File: src/rtl/lca_mem_pkg.sv
`default_nettype none
// lca_mem_pkg: shared types for the store write buffer.
// Rev 1.0
package lca_mem_pkg;

    localparam int SWB_DEFAULT_ENTRIES = 4;

    typedef struct packed {
        logic [31:0] addr;
        logic [31:0] data;
    } swb_entry_t;

    typedef enum logic [1:0] {
        SWB_IDLE     = 2'd0,
        SWB_REQ      = 2'd1,
        SWB_WAIT_ACK = 2'd2
    } swb_state_e;

endpackage
`default_nettype wire

File: src/rtl/swb_fwd_lookup.sv
`default_nettype none
// swb_fwd_lookup: combinational youngest-match search over the valid buffer entries.
// Rev 1.0
module swb_fwd_lookup
    import lca_mem_pkg::*;
#(
    parameter int SWB_ENTRIES = SWB_DEFAULT_ENTRIES,
    parameter int PTR_W       = $clog2(SWB_ENTRIES) + 1
) (
    input  swb_entry_t       entries [SWB_ENTRIES],
    input  logic [PTR_W-1:0] head,
    input  logic [PTR_W-1:0] count,
    input  logic [31:0]      ld_addr,
    output logic             ld_hit,
    output logic [31:0]      ld_data
);
    localparam int IDX_W = PTR_W - 1;

    logic [IDX_W-1:0] idx;
    logic [31:0]      ld_word;
    logic             unused_bits;

    assign ld_word     = {ld_addr[31:2], 2'b00};
    assign unused_bits = ^ld_addr[1:0];

    // Walk oldest to youngest so a later match overrides an earlier one.
    always_comb begin
        ld_hit  = 1'b0;
        ld_data = '0;
        idx     = '0;
        for (int i = 0; i < SWB_ENTRIES; i++) begin
            idx = head[IDX_W-1:0] + IDX_W'(i);
            if ((PTR_W'(i) < count) && (entries[idx].addr == ld_word)) begin
                ld_hit  = 1'b1;
                ld_data = entries[idx].data;
            end
        end
    end

endmodule
`default_nettype wire

File: src/rtl/store_write_buffer.sv
`default_nettype none
// store_write_buffer: in-order store retirement buffer with coalescing and load forwarding.
// Rev 1.0
module store_write_buffer
    import lca_mem_pkg::*;
#(
    parameter int SWB_ENTRIES = SWB_DEFAULT_ENTRIES
) (
    input  logic        clk,
    input  logic        rst,
    input  logic        st_vld,
    input  logic [31:0] st_addr,
    input  logic [31:0] st_data,
    output logic        st_rdy,
    output logic        mem_req_vld,
    output logic [31:0] mem_req_addr,
    output logic [31:0] mem_req_data,
    input  logic        mem_req_rdy,
    input  logic        mem_ack,
    input  logic [31:0] ld_addr,
    output logic        ld_hit,
    output logic [31:0] ld_data,
    output logic        drained,
    output logic        overflow_err
);
    localparam int IDX_W = $clog2(SWB_ENTRIES);
    localparam int PTR_W = IDX_W + 1;

    swb_entry_t       entries [SWB_ENTRIES];
    swb_state_e       state;
    logic [PTR_W-1:0] head;
    logic [PTR_W-1:0] tail;
    logic [PTR_W-1:0] count;
    logic [IDX_W-1:0] head_idx;
    logic [IDX_W-1:0] tail_idx;
    logic [IDX_W-1:0] young_idx;
    logic [IDX_W-1:0] src_idx;
    logic [31:0]      st_word;
    logic [31:0]      src_data;
    logic             full;
    logic             push;
    logic             young_busy;
    logic             coalesce;
    logic             pop;
    logic             unused_bits;

    assign count       = tail - head;
    assign head_idx    = head[IDX_W-1:0];
    assign tail_idx    = tail[IDX_W-1:0];
    assign young_idx   = tail_idx - IDX_W'(1);
    assign full        = (count == PTR_W'(SWB_ENTRIES));
    assign st_rdy      = ~full;
    assign st_word     = {st_addr[31:2], 2'b00};
    assign unused_bits = ^st_addr[1:0];
    assign push        = st_vld & ~full;
    assign young_busy  = (state != SWB_IDLE) && (count == PTR_W'(1));
    assign coalesce    = push && (count != '0) && !young_busy &&
                         (entries[young_idx].addr == st_word);
    assign pop         = (state == SWB_WAIT_ACK) && mem_ack;
    assign drained     = (count == '0) && (state == SWB_IDLE);

    // Next request comes from head, or head+1 when the current write is retiring.
    // A merge landing in that same entry this cycle must be seen by the request.
    assign src_idx  = (state == SWB_WAIT_ACK) ? head_idx + IDX_W'(1) : head_idx;
    assign src_data = (coalesce && (young_idx == src_idx)) ? st_data : entries[src_idx].data;

    always_ff @(posedge clk or negedge rst) begin
        if (!rst) begin
            for (int i = 0; i < SWB_ENTRIES; i++) begin
                entries[i] <= '0;
            end
            head         <= '0;
            tail         <= '0;
            state        <= SWB_IDLE;
            mem_req_vld  <= 1'b0;
            mem_req_addr <= '0;
            mem_req_data <= '0;
            overflow_err <= 1'b0;
        end else begin
            if (st_vld && full) begin
                overflow_err <= 1'b1;
            end
            if (coalesce) begin
                entries[young_idx].data <= st_data;
            end else if (push) begin
                entries[tail_idx] <= '{addr: st_word, data: st_data};
                tail              <= tail + PTR_W'(1);
            end
            if (pop) begin
                head <= head + PTR_W'(1);
            end
            case (state)
                SWB_IDLE: begin
                    if (count != '0) begin
                        state        <= SWB_REQ;
                        mem_req_vld  <= 1'b1;
                        mem_req_addr <= entries[src_idx].addr;
                        mem_req_data <= src_data;
                    end
                end
                SWB_REQ: begin
                    if (mem_req_rdy) begin
                        state       <= SWB_WAIT_ACK;
                        mem_req_vld <= 1'b0;
                    end
                end
                SWB_WAIT_ACK: begin
                    if (mem_ack) begin
                        if (count > PTR_W'(1)) begin
                            state        <= SWB_REQ;
                            mem_req_vld  <= 1'b1;
                            mem_req_addr <= entries[src_idx].addr;
                            mem_req_data <= src_data;
                        end else begin
                            state <= SWB_IDLE;
                        end
                    end
                end
                default: begin
                    state       <= SWB_IDLE;
                    mem_req_vld <= 1'b0;
                end
            endcase
        end
    end

    swb_fwd_lookup #(
        .SWB_ENTRIES (SWB_ENTRIES),
        .PTR_W       (PTR_W)
    ) u_fwd (
        .entries (entries),
        .head    (head),
        .count   (count),
        .ld_addr (ld_addr),
        .ld_hit  (ld_hit),
        .ld_data (ld_data)
    );

endmodule
`default_nettype wire

File: config.mk
export PLATFORM = sky130hd
export DESIGN_NAME = store_write_buffer
export DESIGN_NICKNAME = d
export VERILOG_FILES = /design/src/rtl/lca_mem_pkg.sv /design/src/rtl/swb_fwd_lookup.sv /design/src/rtl/store_write_buffer.sv
export SDC_FILE = /design/constraint.sdc
export NUM_CORES = 1
export LEC_CHECK = 0
export BUFFER_PORTS_ARGS = -buffer_cell sky130_fd_sc_hd__buf_2
export CELL_PAD_IN_SITES_DETAIL_PLACEMENT = 0
export CELL_PAD_IN_SITES_GLOBAL_PLACEMENT = 1
export CORE_ASPECT_RATIO = 0.7
export CORE_MARGIN = 10
export CORE_UTILIZATION = 47
export CTS_BUF_LIST = sky130_fd_sc_hd__clkbuf_16
export DETAILED_ROUTE_END_ITERATION = 16
export PLACE_DENSITY = 0.86
export SLEW_MARGIN = 0
export SYNTH_ARGS = -nofsm -noshare
export SYNTH_HDL_FRONTEND = slang
export SYNTH_SLANG_ARGS = --single-unit
File: constraint.sdc
create_clock -name clk -period 4.3 [get_ports clk]
set_input_delay 0.86 -clock clk [delete_from_list [all_inputs] [get_ports clk]]
set_output_delay 0.86 -clock clk [all_outputs]
set_load 0.05 [all_outputs]
==> results.toml, run 1 <==
[finish]
post-route-util = 0.5884
final_cell_mix = "328 x mux4_2, 317 x dfrtp_1, 178 x buf_4"
syn_to_final_growth_pct = 23.21
nets = 2106
final_common_cell = "mux4_2"
drive_gt1_frac = 0.5788

[cts]
path_clk_slew_ns = 0.06
clockBufferDepth = 3
cts_root_buf = "clkbuf_16"
worstSkewPairLatency_ns = 0.58
ctsHoldBuffers = 0
cts_tree = "done"
cts_buffers = 37
clock-sinks = 320
cts_max_level = 2

[worst_setup_path]
cp_common_cell = "buf_12"
cp-start-kind = "flop"
crit_chain = "ha_4 > buf_12 > buf_12 > buf_4 > buf_4 > mux4_2 > xor2_1 > nor4_1 > nand4_1 > or4_4 > and2_4 > buf_12 > a31oi_4 > buf_6"
worst-endpoint-required_ns = 3.44
cp.arrival_ns = 4.34
worst_setup_path_end_kind = "output port"
critPathKind = "flop to output port"
critPathMaxFanout = 7
cpPeakStageDelay_ns = 0.57
slowest_stage = "or4_4"

[synthesis]
synth_area_per_cell_um2 = 14.39
synthCells = 1693
async_flop_share = 1.000
seq_area_frac_synth = 0.3286
synth-edff-count = 0
syn_area_mm2 = 0.02437
post_synth_num_cell_types = 59
ys_warn_count = 0
ys_ff_latch = 320
synth_ff_type = "dfrtp_1"

[drt]
drcViolationCount = 0
wl_per_cell_um = 28.66
route.vias.total = 17980
drt-initial-drc-count = 1855
drtAntennaViolNets = 0
wl_um = 77390
drtPass1Iterations = 7
routed_via_density = 6.661

[floorplan]
rows = 69
start_util = 0.4775
core_mm2 = 0.05102
die_w_um = 292.1
die_h_um = 210.5
ios = 202
die_area_mm2 = 0.06150

[timing]
final-setup-viol-count = 33
slew_headroom = 0.2713
rsz0062_at_grt = "true"
finClkSkew_ns = 0.03905
tightest_slew_ns = 1.093
worst_slack_ns = -0.8990
fmax_mhz = 192.3
hold_viol_final = 0
timing.final.crit_share = 1.209
maxSlewViolCount = 0
post-route-min-period_ns = 5.199

[placement]
globalplace.congestion = 0.9636
port_buffers = 195
hpwlAfterDp_um = 51320

[min_path]
hold_path.class = "primary input to asynchronous set/reset pin"

[global_routing]
grt_use_met2 = 0.3750
grt_pass1_wl_um = 118400
antenna_found_initial = 14
met1_usage = 0.3456
met3_usage = 0.08074
grt_use_total = 0.2494
gr-max-usage-layer = "met2"
grt_pass1_vias = 18410
grt_overflow = 0
grt_max_degree = 84

[status]
violations = "negative setup slack"
status = "finished, violations left"

[run]
cap_violations = 0
==> final timing paths <==
check | startpoint | endpoint | slack (ns) | cells past startpoint
setup / recovery | head[0] | ld_data[12] | -0.90 | 14
hold / removal | rst | entries[40] | 0.24 | 1
setup reg to reg | tail[0] | entries[206] | 0.20 | 10
hold reg to reg | overflow_err | overflow_err | 0.49 | 1
max in group asynchronous | rst | head[0] | 3.15 | 2
min in group clk | overflow_err | overflow_err | 0.49 | 1
==> cell families (layout without fill, tap and decap cells) <==
family,Yosys count,after routing,synth area share
flops,320,320,0.3286
mux,710,710,0.4930
other cells,1,5,0.0001539
fa+ha+maj,9,9,0.004930
xor+xnor,155,155,0.05720
buf+inv,170,499,0.03903
simple gates,232,232,0.05274
compound gates,96,96,0.02429
==> through the flow <==
step                      cell area, µm²  worst slack, ns  cells  setup TNS (ns)  hold slack [ns]
after floorplan                    24850         0.008172   1694               0           0.4695
after global placement             27710          -0.4472   2601          -13.40           0.4633
after detailed placement           27710          -0.4664   2601          -13.70           0.4689
after CTS                          29840          -0.7746   2693          -23.97           0.2325
after global routing               30010          -0.9272   2697          -29.26           0.2680
final                              30020          -0.8990   2700          -28.06           0.2417
==> layer usage <==
metal / wire length [µm] / part of all wire
met3: 8462 / 0.11
met5: 92 / 0.0012
met1: 31720 / 0.41
met2: 35280 / 0.46
met4: 1831 / 0.024
==> synthesized netlist by cell type, drive strengths merged (8+ instances only) <==
cell	count	share of area
buf	102	0.029
clkbuf	59	0.0091
nand4b	32	0.012
dfrtp	320	0.33
xor2	40	0.014
nor2	45	0.0069
ha	8	0.0041
a21oi	36	0.0074
and2	11	0.0028
a31oi	33	0.0085
nor4	15	0.0039
nand3	39	0.0080
xnor2	113	0.041
mux4	328	0.30
mux2	287	0.15
mux2i	95	0.039
nand4	33	0.0085
inv	9	0.0014
nand2	40	0.0063
==> registers in the layout (all words and copies together) (netlist names) <==
| signal | cells |
|---|---|
| mem_req_data | 32 |
| mem_req_addr | 30 |
| tail | 3 |
| head | 3 |
| state | 2 |
| entries | 248 |
| mem_req_vld | 1 |
| overflow_err | 1 |
==> critical path: cells and delay by family, from the launching register on <==
| kind | cells | cell delay (ns) |
|---|---|---|
| AO/OA/AOI/OAI | 1 | 0.21 |
| buffers and inverters | 6 | 0.90 |
| adder cells (fa/ha/maj) | 1 | 0.31 |
| AND/OR/NAND/NOR | 4 | 1.36 |
| XOR/XNOR | 1 | 0.15 |
| multiplexers | 1 | 0.29 |
| flip-flops | 1 | 0.51 |
==> cell type report <==
cell class	instances	area [µm²]
diodes	3	7.507
clock inverters	27	336.6
multi-input cells	1204	16280
fillers	3824	21000
well taps	674	843.3
repair buffers	424	3525
flip-flops and latches	320	8016
clock buffers	39	975.9
inverters	9	33.78
==> timing repair <==
action                                  CTS  global route
endpoints found under the setup margin   33            43
pin swaps                                22            25
gates cloned                              6             0
setup buffers                            21             5
gates resized for setup                 134            32
Power of run 1 is left out: the tool's default activity adds up to more than one toggle a clock period on the data nets, which glitch-free logic cannot reach.
==> inputs of run 2 (changes only) <==
==> constraint.sdc (replaced) <==
create_clock -name clk -period 4.3 [get_ports clk]
set_input_delay 0.43 -clock clk [delete_from_list [all_inputs] [get_ports clk]]
set_output_delay 0.43 -clock clk [all_outputs]
set_load 0.05 [all_outputs]
==> results.toml, run 2 (synthesized netlist as in run 1, its figures left out) <==
[finish]
nets = 2051
syn_to_final_growth_pct = 21.59
drive_gt1_frac = 0.5725
top_register = "entries"
final_common_cell = "mux4_2"
largest_reg_flops = 248
largestRegisters = "entries (248), mem_req_data (32), mem_req_addr (30)"
final_cell_mix = "328 x mux4_2, 317 x dfrtp_1, 161 x buf_2"

[global_routing]
grt_pass1_wl_um = 116500
grt_overflow = 0
grt_use_total = 0.2448
grt_pass1_vias = 17690
grt_max_degree = 129
antenna_found_initial = 13

[floorplan]
die_area_mm2 = 0.06150
start_util = 0.4775
die_h_um = 210.5
ios = 202
core_mm2 = 0.05102
rows = 69
die_w_um = 292.1

[timing]
slew_headroom = 0.2313
final-setup-viol-count = 33
fmax_mhz = 212.3
hold_viol_final = 0
tightest_slew_ns = 1.139
timing.final.crit_share = 1.095
post-route-min-period_ns = 4.710
finClkSkew_ns = 0.02546
maxSlewViolCount = 0
tns_ns = -11.61
worst_slack_ns = -0.4098
rsz0062_at_grt = "true"

[drt]
wl_um = 78150
drcViolationCount = 0
drt-initial-drc-count = 2009
wl_per_cell_um = 29.56
drtPass1Iterations = 5
route.vias.total = 17920
drtAntennaViolNets = 0
routed_via_density = 6.778

[worst_setup_path]
cp-start-kind = "flop"
slowest_stage = "or4_4"
critPathMaxFanout = 6
critPathKind = "flop to output port"
worst-endpoint-required_ns = 3.87
cp.arrival_ns = 4.28
crit_buf_inv = 7
cpPeakStageDelay_ns = 0.62
worst_setup_path_end_kind = "output port"
crit_family = "simple AND/OR/NAND/NOR gates"
crit_chain = "ha_4 > buf_12 > buf_8 > buf_6 > mux4_2 > xor2_2 > nor4_2 > nand2_1 > or4_4 > buf_12 > buf_16 > buf_6 > mux2i_1 > a31oi_1 > buf_4"

[placement]
hpwlAfterDp_um = 49660
globalplace.congestion = 0.9597
port_buffers = 195
place_ws_ns = -0.1840

[cts]
cts_buffers = 36
clock-sinks = 320
cts_tree = "done"
cts_root_buf = "clkbuf_16"
worstSkewPairLatency_ns = 0.57
path_clk_slew_ns = 0.06
clockBufferDepth = 3
cts_max_level = 2

[status]
violations = "negative setup slack"
status = "finished, violations left"

[min_path]
hold_path.class = "primary input to flop"

[run]
cap_violations = 0
run 2: changes by cell type in the layout (fill, tap and decap cells not counted), sizes merged, moves of 2 or more:
cell / delta
diode: +2
buf: -62
bufinv: -6
inv: +4
and2: +2
clkbuf: +2
run 2: path summary, 6_finish.rpt:
check	startpoint	endpoint	slack, ns	cells past startpoint
setup / recovery	head[0]	ld_data[20]	-0.41	15
hold / removal	mem_req_rdy	state[1]	0.15	3
setup reg to reg	head[0]	mem_req_data[31]	0.21	13
hold reg to reg	overflow_err	overflow_err	0.48	1
max in group asynchronous	rst	head[1]	2.66	3
min in group asynchronous	rst	entries[168]	0.36	2
run 2: area by class of cell:
| cell class | count | area, µm² |
|---|---|---|
| Antenna cell | 5 | 12.51 |
| Clock buffer | 37 | 925.9 |
| Clock inverter | 25 | 187.7 |
| Fill cell | 3869 | 21400 |
| Inverter | 9 | 33.78 |
| Multi-Input combinational cell | 1206 | 16270 |
| Sequential cell | 320 | 8016 |
| Tap cell | 674 | 843.3 |
| Timing Repair Buffer | 368 | 3332 |
run 2: worst reg2reg max path, stage by stage (launching register included):
cell and delay [ns]:
dfrtp_4 0.51, buf_4 0.15, ha_1 0.21, fa_1 0.41, xor3_1 0.28, buf_4 0.17
a31oi_1 0.36, buf_4 0.23, nand4_1 0.09, nor4_1 0.42, nand4_1 0.26, buf_12 0.30
mux2i_1 0.41, a21oi_1 0.13
run 2: per-stage QoR:
stage	instances	instance area [µm²]	hold slack, ns	utilization
finish	2644	29630	0.1540	0.5806
global route	2641	29620	0.1651	0.5805
CTS	2607	28750	0.1280	0.5636
detailed placement	2520	26740	0.3529	0.5241
global placement	2520	26740	0.3447	0.5241
floorplan	1694	24370	0.1344	-
run 2: metal layers:
layer	track usage	vias up	share of wire
li1	-	7279	-
met1	0.3565	9446	0.41
met2	0.3563	1037	0.44
met3	0.06783	144	0.11
met4	0.06156	14	0.025
met5	0	-	0.0018
run 2: timing repair:
item                                    CTS  global route
hold endpoints to repair                 39             0
cloned                                    9             4
resized for setup                       126           101
hold buffers                              1             0
endpoints found under the setup margin   33           125
pin swaps                                34            35
buffers inserted                         17            35
Power of run 2 is left out for the same reason.
==> inputs of run 3 (changes only) <==
--- a/config.mk
+++ b/config.mk
@@ -13,6 +13,7 @@
 export CORE_UTILIZATION = 47
 export CTS_BUF_LIST = sky130_fd_sc_hd__clkbuf_16
 export DETAILED_ROUTE_END_ITERATION = 16
+export MAX_ROUTING_LAYER = met4
 export PLACE_DENSITY = 0.86
 export SLEW_MARGIN = 0
 export SYNTH_ARGS = -nofsm -noshare
==> results.toml, run 3 (synthesized netlist as in run 1, its figures left out) <==
[finish]
nets = 2045
syn_to_final_growth_pct = 21.55
final_common_cell = "mux4_2"
seq_area_mm2 = 0.008016
design_area_mm2 = 0.02962
largestRegisters = "entries (248), mem_req_data (32), mem_req_addr (30)"
drive_gt1_frac = 0.5652
top_register = "entries"
nFillCells = 3872
largest_reg_flops = 248
final_cell_mix = "328 x mux4_2, 317 x dfrtp_1, 161 x buf_2"
multi_input_area_mm2 = 0.01614

[global_routing]
grt_overflow = 0
grt_use_total = 0.2491
grt_max_degree = 131
antenna_found_initial = 11
grt_pass1_wl_um = 115500
grt_pass1_vias = 17770

[timing]
hold_viol_final = 0
rsz0062_at_grt = "true"
timing.final.crit_share = 1.113
worst_slack_ns = -0.4858
post-route-min-period_ns = 4.786
slew_headroom = 0.2613
maxSlewViolCount = 0
fmax_mhz = 209.0
worst_hold_slack_ns = 0.1475
final-setup-viol-count = 33
tns_ns = -13.29
finClkSkew_ns = 0.03361
tightest_slew_ns = 1.108

[placement]
hpwlAfterDp_um = 49760
port_buffers = 195
post_dp_cell_area_mm2 = 0.02676
place_ws_ns = -0.1856
globalplace.congestion = 0.9544

[drt]
wl_met2_um = 34510
drt-initial-drc-count = 2005
m1WireLength_um = 32130
wl_um = 77190
drtPass1Iterations = 5
route.top_layer_used = "met4"
drcViolationCount = 0
routed_via_density = 6.777
wl_per_cell_um = 29.18
routed-wl-met3_um = 8946
drtAntennaViolNets = 0
route.vias.total = 17930

[floorplan]
die_h_um = 210.5
start_util = 0.4775
die_w_um = 292.1
core_mm2 = 0.05102
rows = 69
die_area_mm2 = 0.06150
ios = 202

[cts]
cts_tree = "done"
clockBufferDepth = 3
cts_root_buf = "clkbuf_16"
cts_buffers = 37
path_clk_slew_ns = 0.06
worstSkewPairLatency_ns = 0.57
cts_max_level = 2
clock-sinks = 320

[worst_setup_path]
cp.arrival_ns = 4.36
r2r_end = "entries[64]"
worst-endpoint-required_ns = 3.87
critPathMaxFanout = 13
reg2reg_slack_ns = 0.24
worst_setup_path_end_kind = "output port"
timing.rr.start = "tail[1]"
r2r.worst_path.cells = 11
cp-start-kind = "flop"
critPathKind = "flop to output port"

[run]
cap_violations = 0

[min_path]
worstHoldPathCells = 2
hold_path.class = "primary input to flop"
min_from = "st_addr[13]"
hold_path_end = "entries[45]"

[status]
status = "finished, violations left"
violations = "negative setup slack"
run 3: metrics by stage:
stage / std cells / utilization
5_1_grt: 2642 / 0.5803
6_report: 2645 / 0.5804
3_5_place_dp: 2525 / 0.5246
3_3_place_gp: 2525 / 0.5246
2_1_floorplan: 1694 / -
4_1_cts: 2612 / 0.5667
run 3: repair_timing:
action,CTS,global route
hold endpoints to repair,41,0
resized for setup,113,84
buffers inserted,16,23
gates cloned,5,7
setup endpoints to repair,33,129
hold buffers,1,0
pin swaps,33,31
run 3: layer usage:
layer	GRT usage	up-vias
met3	0.06426	119
li1	-	7274
met4	0.05925	0
met5	-	-
met2	0.3524	1040
met1	0.3545	9493
run 3: how the worst max path moves through the flow:
stage,start,endpoint,slack (ns),depth (start not counted)
final,head[0],ld_data[4],-0.49,14
after global routing,head[0],ld_data[4],-0.57,16
after CTS,head[0],ld_data[0],-0.41,17
after detailed placement,head[0],ld_data[27],-0.19,13
after global placement,head[0],ld_data[27],-0.17,13
after floorplan,tail[0],ld_data[22],-0.10,15
run 3: critical path, stage by stage, from the launching register on:
cell and delay [ns]:
dfrtp_4 0.50, ha_4 0.34, buf_12 0.13, buf_12 0.10, mux4_2 0.30, xor2_1 0.24
nor4_2 0.45, nand4_1 0.14, or4_4 0.62, and2_4 0.19, buf_12 0.16, buf_8 0.15
a31oi_2 0.18, buf_4 0.14, buf_12 0.12
run 3: layout make-up:
type	instances	share of cell area
diodes	9	0.0007605
clock buffers	39	0.03295
clock inverters	27	0.01204
inverters	9	0.001141
flip-flops and latches	320	0.2707
well taps	674	0.02847
repair buffers	363	0.1090
multi-input cells	1204	0.5450
Power of run 3 is left out for the same reason.
